### src/rtl/gray_counter_system_n.sv
// Prescaled N-bit up/down counter that shows its value as Gray code on leds and
// as binary on bin_out, with saturate-or-wrap mode, synchronous load and a wrap strobe.
module gray_counter_system_n #(
    parameter int N   = 4,
    parameter int DIV = 10
) (
    input  logic         clk,
    input  logic         rst,
    input  logic         en,
    input  logic         up_down,
    input  logic         sat,
    input  logic         load,
    input  logic [N-1:0] load_val,
    output logic [N-1:0] leds,
    output logic [N-1:0] bin_out,
    output logic         tick,
    output logic         wrap
);

    localparam int            PW     = $clog2(DIV + 1);
    localparam logic [PW-1:0] P_LAST = PW'(DIV - 1);
    localparam logic [PW-1:0] P_ONE  = PW'(1);
    localparam logic [PW-1:0] P_ZERO = PW'(0);
    localparam logic [N-1:0]  B_MAX  = {N{1'b1}};
    localparam logic [N-1:0]  B_ONE  = N'(1);
    localparam logic [N-1:0]  B_ZERO = N'(0);

    function automatic logic [N-1:0] to_gray(input logic [N-1:0] b);
        return b ^ (b >> 1);
    endfunction

    logic [PW-1:0] pcnt_q;
    logic [PW-1:0] pcnt_d;
    logic [N-1:0]  bin_q;
    logic [N-1:0]  bin_d;
    logic [N-1:0]  leds_q;
    logic          wrap_q;
    logic          wrap_d;
    logic          tick_s;

    assign tick_s  = en & (pcnt_q == P_LAST);
    // Held low while reset is asserted, even when DIV=1 makes tick follow en.
    assign tick    = rst & tick_s;
    assign leds    = leds_q;
    assign bin_out = bin_q;
    assign wrap    = wrap_q;

    // Next-state logic: load beats tick, tick steps the counter, en advances the prescaler.
    always_comb begin
        pcnt_d = pcnt_q;
        bin_d  = bin_q;
        wrap_d = 1'b0;
        if (load) begin
            bin_d  = load_val;
            pcnt_d = P_ZERO;
        end else if (tick_s) begin
            pcnt_d = P_ZERO;
            if (up_down) begin
                if (bin_q != B_MAX) begin
                    bin_d = bin_q + B_ONE;
                end else if (!sat) begin
                    bin_d  = B_ZERO;
                    wrap_d = 1'b1;
                end else begin
                    bin_d = bin_q;
                end
            end else begin
                if (bin_q != B_ZERO) begin
                    bin_d = bin_q - B_ONE;
                end else if (!sat) begin
                    bin_d  = B_MAX;
                    wrap_d = 1'b1;
                end else begin
                    bin_d = bin_q;
                end
            end
        end else if (en) begin
            pcnt_d = pcnt_q + P_ONE;
        end else begin
            pcnt_d = pcnt_q;
        end
    end

    // State registers; leds is re-encoded from bin_d so it tracks bin with no added latency.
    always_ff @(posedge clk or negedge rst) begin
        if (!rst) begin
            pcnt_q <= P_ZERO;
            bin_q  <= B_ZERO;
            leds_q <= B_ZERO;
            wrap_q <= 1'b0;
        end else begin
            pcnt_q <= pcnt_d;
            bin_q  <= bin_d;
            leds_q <= to_gray(bin_d);
            wrap_q <= wrap_d;
        end
    end

endmodule
### config.mk
export PLATFORM = sky130hd
export DESIGN_NAME = gray_counter_system_n
export DESIGN_NICKNAME = d
export VERILOG_FILES = /design/src/rtl/gray_counter_system_n.sv
export SDC_FILE = /design/constraint.sdc
export NUM_CORES = 1
export LEC_CHECK = 0
export CAP_MARGIN = 20
export CORE_AREA = 4 4 52 54
export DETAILED_ROUTE_END_ITERATION = 10
export DIE_AREA = 0 0 56 58
export GPL_TIMING_DRIVEN = 0
export SKIP_CTS_REPAIR_TIMING = 1
export SLEW_MARGIN = 5
export SYNTH_ARGS = -nofsm -noshare
export SYNTH_HDL_FRONTEND = slang
export SYNTH_SLANG_ARGS = --single-unit
### constraint.sdc
create_clock -name clk -period 5.6 [get_ports clk]
set_clock_uncertainty 0.05 [all_clocks]
set_input_delay 1.12 -clock clk [delete_from_list [all_inputs] [get_ports clk]]
set_output_delay 1.12 -clock clk [all_outputs]
set_load 0.01 [all_outputs]
==> reports/summary.txt, run 1 <==
H-tree levels: 1
# port buffers: 17
Final #Nets: 135
pin count of the biggest net entering global routing: 14
die area: 3250 sq um
Worst VDD drop: 0.0685 mV
IO Count: 20
pre-CTS setup slack: 1.68 ns
Max Freq: 259 MHz
TritonCTS Sinks: 12
Routed Antenna Nets: 0
sequential element share of the synthesized area: 35.0%
area leader, netlist: dfrtp_1
Min-Delay Path Class: flip-flop to flip-flop
drc violations: 0
Crit Path Class: input port to primary output
vias in the first global route: 757
worst slew pin tran: 0.567 ns
Power, Total: 0.223 mW
Worst Path Arrival: 2.68 ns
share of layout cells above drive strength 1: 12.6%
Worst setup EP type: primary output
final hold viol count: 0
synth warn: 0
#FFs+latches synth: 12
period utilization: 68.8%
vias per cell: 5.44
EDFF count, synth: 0
post-route cell area: 1080 sq um
Post-DP HPWL: 1.55 mm
Final setup viols: 0
Longest Clk Path Bufs: 2
Critical Path RT: 4.43 ns
DIE HEIGHT: 58 um
Mean Syn Cell Area: 8.66 sq um
Area Overhead vs Synth: 26.6%
routed vias: 800
post-synthesis cell count: 99
final antenna diode count: 0
post-synthesis cell type count: 39
CP max FO: 13
die width: 56 um
RSZ-0062 raised after global routing: false
CTS tree: done
TritonCTS Buffers: 3
first-pass GRT wire length: 3.54 mm
Initial Utilization: 38.7%
status: finished, final reports clean
Tot GR Track Use: 13.9%
Top FF cell, synth: dfrtp_1
CP Cell Sequence: clkdlybuf4s50_1, and2_1, clkdlybuf4s50_1
reg2reg start: bin_out[0]
Initial DRC Count: 29
Critical Path Source: rst
Yosys top cell area share: 35.0%
Core ar.: 2210 sq um
post-route setup TNS: 0 ns
Syn Nets: 113
Post-DP Area: 1060 sq um
wire per inst: 13.9 um
relative slew slack: 62.1%
site row count: 17
Crit path top cell by count: clkdlybuf4s50_1
async set-reset flop share out of synthesis: 100%
number of detailed-route iterations in the first pass: 4
final WL: 2.04 mm
LEAKAGE: 0.458 nW
hold_ws: 0.554 ns
hold wc startpoint: pcnt_q[2]
initial antenna violation count: 0
slowest stage cell, crit path: clkdlybuf4s50_1
global route overflow: 0
Mapped Area: 857 sq um
Clock Pin Slew Worst Setup and Hold Paths: 0.07 ns
GPL Wtd Cong: 0.820
worst skew pair latency: 0.27 ns
pwr/cell area: 205 nW/um^2
Period minus WS final: 3.85 ns
Slew Viols, Final: 0
max_cap viols: 0
synth top area cells: dfrtp_1 35%, ha_1 5.8%, nor2_1 4.8%
Startpoint Class: input port
Final WS setup: 1.75 ns
CP peak stage delay: 0.83 ns
CTS Root Cell: clkbuf_4
r2r setup slk: 3.35 ns
==> cells by family (layout without fill, tap and decap cells) <==
kind of cell	after synthesis	count (layout)	synth area share [%]
flip-flops	12	12	35.0
XOR/XNOR	3	3	3.07
multiplexers	3	3	4.09
AO/OA/AOI/OAI	24	24	19.4
AND/OR/NAND/NOR	40	40	24.1
adder cells (fa/ha/maj)	4	4	5.84
buffers and inverters	13	33	8.47
==> critical path, delay by kind of cell <==
family	cells	cell delay, ns
buffers and inverters	2	1.36
and+or+nand+nor	1	0.21
==> power breakdown <==
part	internal, mW	leakage (nW)	switching, mW
clock	0.0248	0.0138	0.0265
sequential	0.0943	0.151	0.00722
combinational	0.0372	0.293	0.0328
==> synth_stat cells, types with 2 or more instances <==
cell,instances
a31oi_1,3
a21oi_1,6
nor3_1,3
o31ai_1,2
nand2_1,10
nor2_1,11
o21ai_0,4
buf_6,2
nand3_1,4
buf_4,2
nand2b_1,2
ha_1,4
dfrtp_1,12
xnor2_1,2
inv_1,7
mux2i_1,2
==> sequential cells by signal, indices dropped and copies added (netlist names) <==
name,flops
bin_out,4
pcnt_q,4
leds,3
wrap,1
==> per-stage QoR <==
stage | instances | util, %
4_1_cts | 147 | 49.0
3_3_place_gp | 144 | 48.0
5_1_grt | 147 | 49.0
3_5_place_dp | 144 | 48.0
2_1_floorplan | 99 | -
6_report | 147 | 49.0
==> cell usage in the layout (no fill, tap or decap), drive strengths merged, types with 2 or more instances in the layout <==
cell	n
mux2i	2
clkdlybuf4s50	17
xnor2	2
clkbuf	4
nand2b	2
nor2	11
dfrtp	12
a21oi	6
and3	2
ha	4
inv	7
o21ai	5
nand2	10
nor3	3
nand3	4
o31ai	2
a31oi	3
buf	5
==> per-layer routing <==
| layer | vias up | track usage [%] | wire length [um] |
|---|---|---|---|
| met5 | - | 0 | 0 |
| met4 | 0 | 8.14 | 27 |
| met3 | 2 | 2.00 | 73 |
| met2 | 22 | 24.0 | 1030 |
| met1 | 381 | 16.3 | 907 |
| li1 | 395 | - | - |
==> cell type report <==
cell class                      count  area [sq um]
Timing Repair Buffer               17           170
Tap cell                           28          35.0
Sequential cell                    12           300
Fill cell                         225          1130
Multi-Input combinational cell     74           484
Buffer                              6          46.3
Inverter                            7          26.3
Clock buffer                        3          22.5
==> path summary, 6_finish.rpt <==
check	cells past startpoint	end
max	3	tick
max in group asynchronous	1	bin_out[3]
min	2	pcnt_q[2]
min reg2reg	2	pcnt_q[2]
max reg2reg	7	leds[0]
min in group asynchronous	1	wrap
No activity file was read; power rests on OpenSTA's default activity.
==> inputs of run 2 (changes only) <==
--- a/config.mk
+++ b/config.mk
@@ -10,6 +10,7 @@
 export DETAILED_ROUTE_END_ITERATION = 10
 export DIE_AREA = 0 0 56 58
 export GPL_TIMING_DRIVEN = 0
+export PLACE_DENSITY = 0.66
 export SKIP_CTS_REPAIR_TIMING = 1
 export SLEW_MARGIN = 5
 export SYNTH_ARGS = -nofsm -noshare
==> constraint.sdc (replaced) <==
create_clock -name clk -period 3.1 [get_ports clk]
set_clock_uncertainty 0.05 [all_clocks]
set_input_delay 0.62 -clock clk [delete_from_list [all_inputs] [get_ports clk]]
set_output_delay 0.62 -clock clk [all_outputs]
set_load 0.01 [all_outputs]
==> run 2 against run 1 <==
Sequential share of layout area decreased by 0.35 points. Design area increased by 1.3%. Worst setup slack got worse by 1.5 ns. Utilization increased by 0.62 points. Via count decreased by 0.88%. Hold slack got worse by 0.013 ns. Critical path depth unchanged. Die area unchanged. Global-route usage decreased by 2.3 points. Register-to-register slack got worse by 2.5 ns. Final cell count increased by 0.68%. Critical path type unchanged. Largest cell class unchanged. Largest power group unchanged.
==> reports/summary.txt, run 2 (same netlist as run 1, synthesis figures left out) <==
status: finished, final reports clean
worst skew pair latency: 0.26 ns
site row count: 17
final hold viol count: 0
pin count of the biggest net entering global routing: 14
Worst setup EP type: primary output
Final #Nets: 135
filler instances: 223
Clock Pin Slew Worst Setup and Hold Paths: 0.07 ns
post-route setup TNS: 0 ns
IO Count: 20
Period minus WS final: 2.82 ns
reg2reg start: bin_out[0]
final antenna diode count: 0
LEAKAGE: 0.465 nW
GPL Wtd Cong: 0.762
Routed Antenna Nets: 0
r2r setup slk: 0.85 ns
number of detailed-route iterations in the first pass: 4
Worst VDD drop: 0.190 mV
RSZ-0062 raised after global routing: false
TritonCTS Buffers: 3
Post-DP Area: 1060 sq um
initial antenna violation count: 0
Max Freq: 355 MHz
Area Overhead vs Synth: 28.2%
vias per cell: 5.36
CTS Root Cell: clkbuf_4
Min-Delay Path Class: flip-flop to flip-flop
first-pass GRT wire length: 3.08 mm
Power, Total: 0.428 mW
vias in the first global route: 749
register area: 300 sq um
wire per inst: 12.6 um
Longest Clk Path Bufs: 2
most frequent cells in the layout: 17 x clkdlybuf4s50_1, 12 x dfrtp_1, 11 x nor2_1, 10 x nand2_1, 7 x inv_1
H-tree levels: 1
slowest stage cell, crit path: clkdlybuf4s50_1
routed vias: 793
Slew Viols, Final: 0
footprint of the multi-input gates: 484 sq um
# port buffers: 17
drc violations: 0
Initial DRC Count: 20
Final setup viols: 0
Critical Path Source: rst
max_cap viols: 0
Critical path buffers and inverters: 2
final WL: 1.86 mm
die width: 56 um
Post-DP HPWL: 1.47 mm
relative slew slack: 59.1%
global route overflow: 0
Tot GR Track Use: 11.6%
Initial Utilization: 38.7%
commonest non-fill, non-tap cell in the layout: clkdlybuf4s50_1
TritonCTS Sinks: 12
CTS tree: done
share of layout cells above drive strength 1: 13.3%
CP peak stage delay: 0.79 ns
period utilization: 90.9%
Crit Path Class: input port to primary output
Critical Path RT: 2.43 ns
hold_ws: 0.541 ns
post-route cell area: 1100 sq um
pwr/cell area: 390 nW/um^2
CP max FO: 13
CP delay by family, top: buffers and inverters
DIE HEIGHT: 58 um
worst slew pin tran: 0.605 ns
die area: 3250 sq um
Worst Path Arrival: 2.15 ns
Startpoint Class: input port
CP Cell Sequence: clkdlybuf4s50_1, and2_1, clkdlybuf4s50_1
Crit path top cell by count: clkdlybuf4s50_1
Core ar.: 2210 sq um
hold wc startpoint: pcnt_q[2]
## run 2: cell types whose count changed in the layout (fill, tap and decap cells not counted)
cell / delta
clkbuf_8: +1
## run 2: stage by stage
step	utilization, %	cells	setup slack, ns
after floorplan	-	99	1.00
after global placement	48.0	144	0.238
after detailed placement	48.0	144	0.218
after CTS	49.7	148	0.229
after global routing	49.7	148	0.131
final	49.7	148	0.284
## run 2: where the power goes
part	switching (mW)	total, mW	leakage, nW	internal (mW)
Clock	0.0478	0.119	0.0210	0.0712
Sequential	0.0132	0.183	0.151	0.170
Combinational	0.0587	0.126	0.293	0.0672
## run 2: worst register-to-register path: cells and delay by family, from the launching register on
family	cells	cell delay, ns
buffers and inverters	1	0.13
AO/OA/AOI/OAI	2	0.44
adder cells (fa/ha/maj)	1	0.24
XOR/XNOR	1	0.17
multiplexers	1	0.22
flip-flops	1	0.46
AND/OR/NAND/NOR	1	0.42
## run 2: layer usage
metal	part of all wire [%]	track usage [%]	vias up
met5	0	0	-
met4	1.2	5.42	0
met3	5.4	1.56	2
met2	48	20.0	33
met1	46	14.3	365
li1	-	-	393
## run 2: layout make-up
class                           instances  area share (%)
Multi-Input combinational cell         74            44.1
Sequential cell                        12            27.3
Timing Repair Buffer                   17            15.5
Clock buffer                            4            3.30
Buffer                                  6            4.21
Tap cell                               28            3.19
Inverter                                7            2.39
## run 2: path summary, 6_finish.rpt
path	to	cells after the start
hold / removal	pcnt_q[2]	2
setup / recovery	tick	3
hold reg to reg	pcnt_q[2]	2
setup reg to reg	leds[0]	7
max in group asynchronous	pcnt_q[3]	1
min in group asynchronous	pcnt_q[0]	1
==> inputs of run 3 (changes only) <==
--- a/config.mk
+++ b/config.mk
@@ -6,11 +6,10 @@
 export NUM_CORES = 1
 export LEC_CHECK = 0
 export CAP_MARGIN = 20
-export CORE_AREA = 4 4 52 54
+export CORE_AREA = 4 4 55 57
 export DETAILED_ROUTE_END_ITERATION = 10
-export DIE_AREA = 0 0 56 58
+export DIE_AREA = 0 0 59 61
 export GPL_TIMING_DRIVEN = 0
-export PLACE_DENSITY = 0.66
 export SKIP_CTS_REPAIR_TIMING = 1
 export SLEW_MARGIN = 5
 export SYNTH_ARGS = -nofsm -noshare
==> run 3 against run 2 <==
Non-clock buffer count is the same. Worst setup slack lost 0.019 ns. Critical path depth is the same. Final cell count grew 0.68%. First-iteration DRC count grew 25%. Via count shrank 3.5%. Sequential share of layout area grew 0.28 points. Largest cell class unchanged. Utilization shrank 5.8 points. Highest routed layer unchanged. Hold slack gained 0.012 ns.
==> reports/summary.txt, run 3 (same netlist as run 1, synthesis figures left out) <==
relative slew slack: 60.5%
max_cap viols: 0
Final setup viols: 0
CP max FO: 13
routed vias: 765
global route overflow: 0
Post-DP HPWL: 1.58 mm
die width: 59 um
drc violations: 0
number of detailed-route iterations in the first pass: 3
final hold viol count: 0
H-tree levels: 1
Critical Path RT: 2.43 ns
final antenna diode count: 0
placed insts: 146
Tot GR Track Use: 12.7%
Worst VDD drop: 0.159 mV
Worst Path Arrival: 2.17 ns
RSZ-0062 raised after global routing: false
DIE HEIGHT: 61 um
filler instances: 271
IO Count: 20
pin count of the biggest net entering global routing: 14
Area Overhead vs Synth: 26.9%
CTS tree: done
Period minus WS final: 2.84 ns
Max Freq: 353 MHz
post-route cell area: 1090 sq um
Net Sw Frac: 29.2%
Power Internal: 0.282 mW
most frequent cells in the layout: 17 x clkdlybuf4s50_1, 12 x dfrtp_1, 11 x nor2_1, 10 x nand2_1, 7 x inv_1
Routed Antenna Nets: 0
initial antenna violation count: 0
LEAKAGE: 0.458 nW
period utilization: 91.5%
Clk pwr share: 22.4%
Power, Total: 0.399 mW
Min-Delay Path Class: flip-flop to flip-flop
Longest Clk Path Bufs: 2
# port buffers: 17
site row count: 18
share of layout cells above drive strength 1: 12.6%
status: finished, final reports clean
Post-DP Area: 1060 sq um
Slew Viols, Final: 0
die area: 3600 sq um
CTS Root Cell: clkbuf_4
first-pass GRT wire length: 3.39 mm
worst slew pin tran: 0.584 ns
Startpoint Class: input port
switching pwr: 0.117 mW
vias in the first global route: 749
TritonCTS Sinks: 12
commonest non-fill, non-tap cell in the layout: clkdlybuf4s50_1
Initial Utilization: 34.6%
vias per cell: 5.13
Worst setup EP type: primary output
proportion of power drawn by flip-flops and latches: 46.1%
final WL: 2.01 mm
Initial DRC Count: 25
pwr/cell area: 367 nW/um^2
TritonCTS Buffers: 3
worst skew pair latency: 0.26 ns
Core ar.: 2480 sq um
post-route insts no fill: 149
Clock Pin Slew Worst Setup and Hold Paths: 0.07 ns
post-route setup TNS: 0 ns
wire per inst: 13.5 um
Comb power frac: 31.5%
Final #Nets: 135
post-layout util: 43.9%
Crit Path Class: input port to primary output
GPL Wtd Cong: 0.790
-- run 3: changes by cell type in the layout (fill, tap and decap cells not counted), sizes merged --
| cell | previous run | this run |
|---|---|---|
| clkbuf | 5 | 4 |
-- run 3: stage by stage --
step	worst slack [ns]	hold WS, ns
after CTS	0.198	0.562
after global routing	0.0941	0.585
after floorplan	1.00	0.274
after global placement	0.201	0.529
final	0.265	0.553
after detailed placement	0.197	0.538
-- run 3: cell type report --
| type | count | area [sq um] | area share (%) |
|---|---|---|---|
| Multi-Input combinational cell | 74 | 484 | 44.5 |
| Timing Repair Buffer | 17 | 170 | 15.7 |
| Buffer | 6 | 46.3 | 4.26 |
| Tap cell | 30 | 37.5 | 3.45 |
| Clock buffer | 3 | 22.5 | 2.07 |
| Inverter | 7 | 26.3 | 2.42 |
| Sequential cell | 12 | 300 | 27.6 |
-- run 3: worst max-delay path, stage by stage --
cell,delay [ns]
clkdlybuf4s50_1,0.81
and2_1,0.20
clkdlybuf4s50_1,0.53
-- run 3: power groups by stage --
| stage | clock, mW | sequential, mW | combinational, mW |
|---|---|---|---|
| after global placement | 0 | 0.186 | 0.125 |
| after detailed placement | 0 | 0.187 | 0.127 |
| after global routing | 0.105 | 0.186 | 0.141 |
| after CTS | 0.0951 | 0.184 | 0.128 |
| after floorplan | 0 | 0.190 | 0.0690 |
| final | 0.0895 | 0.184 | 0.126 |
-- run 3: worst paths after layout --
| path | startpoint | slack, ns | cells after the start | endpoint |
|---|---|---|---|---|
| worst max-delay path | rst | 0.26 | 3 | tick |
| worst min-delay path | pcnt_q[2] | 0.55 | 2 | pcnt_q[2] |
| worst max register to register | bin_out[0] | 0.86 | 7 | leds[0] |
| worst min register to register | pcnt_q[2] | 0.55 | 2 | pcnt_q[2] |
| max in group asynchronous | rst | 1.98 | 1 | wrap |
| min in group asynchronous | rst | 0.66 | 1 | bin_out[2] |
-- run 3: routing by layer --
| metal | share of wire, % | up-vias | global-route usage, % |
|---|---|---|---|
| met1 | 46 | 356 | 15.8 |
| met5 | 0 | - | 0 |
| met3 | 2.9 | 2 | 2.13 |
| met4 | 1.3 | 0 | 7.77 |
| li1 | - | 393 | - |
| met2 | 49 | 14 | 20.7 |
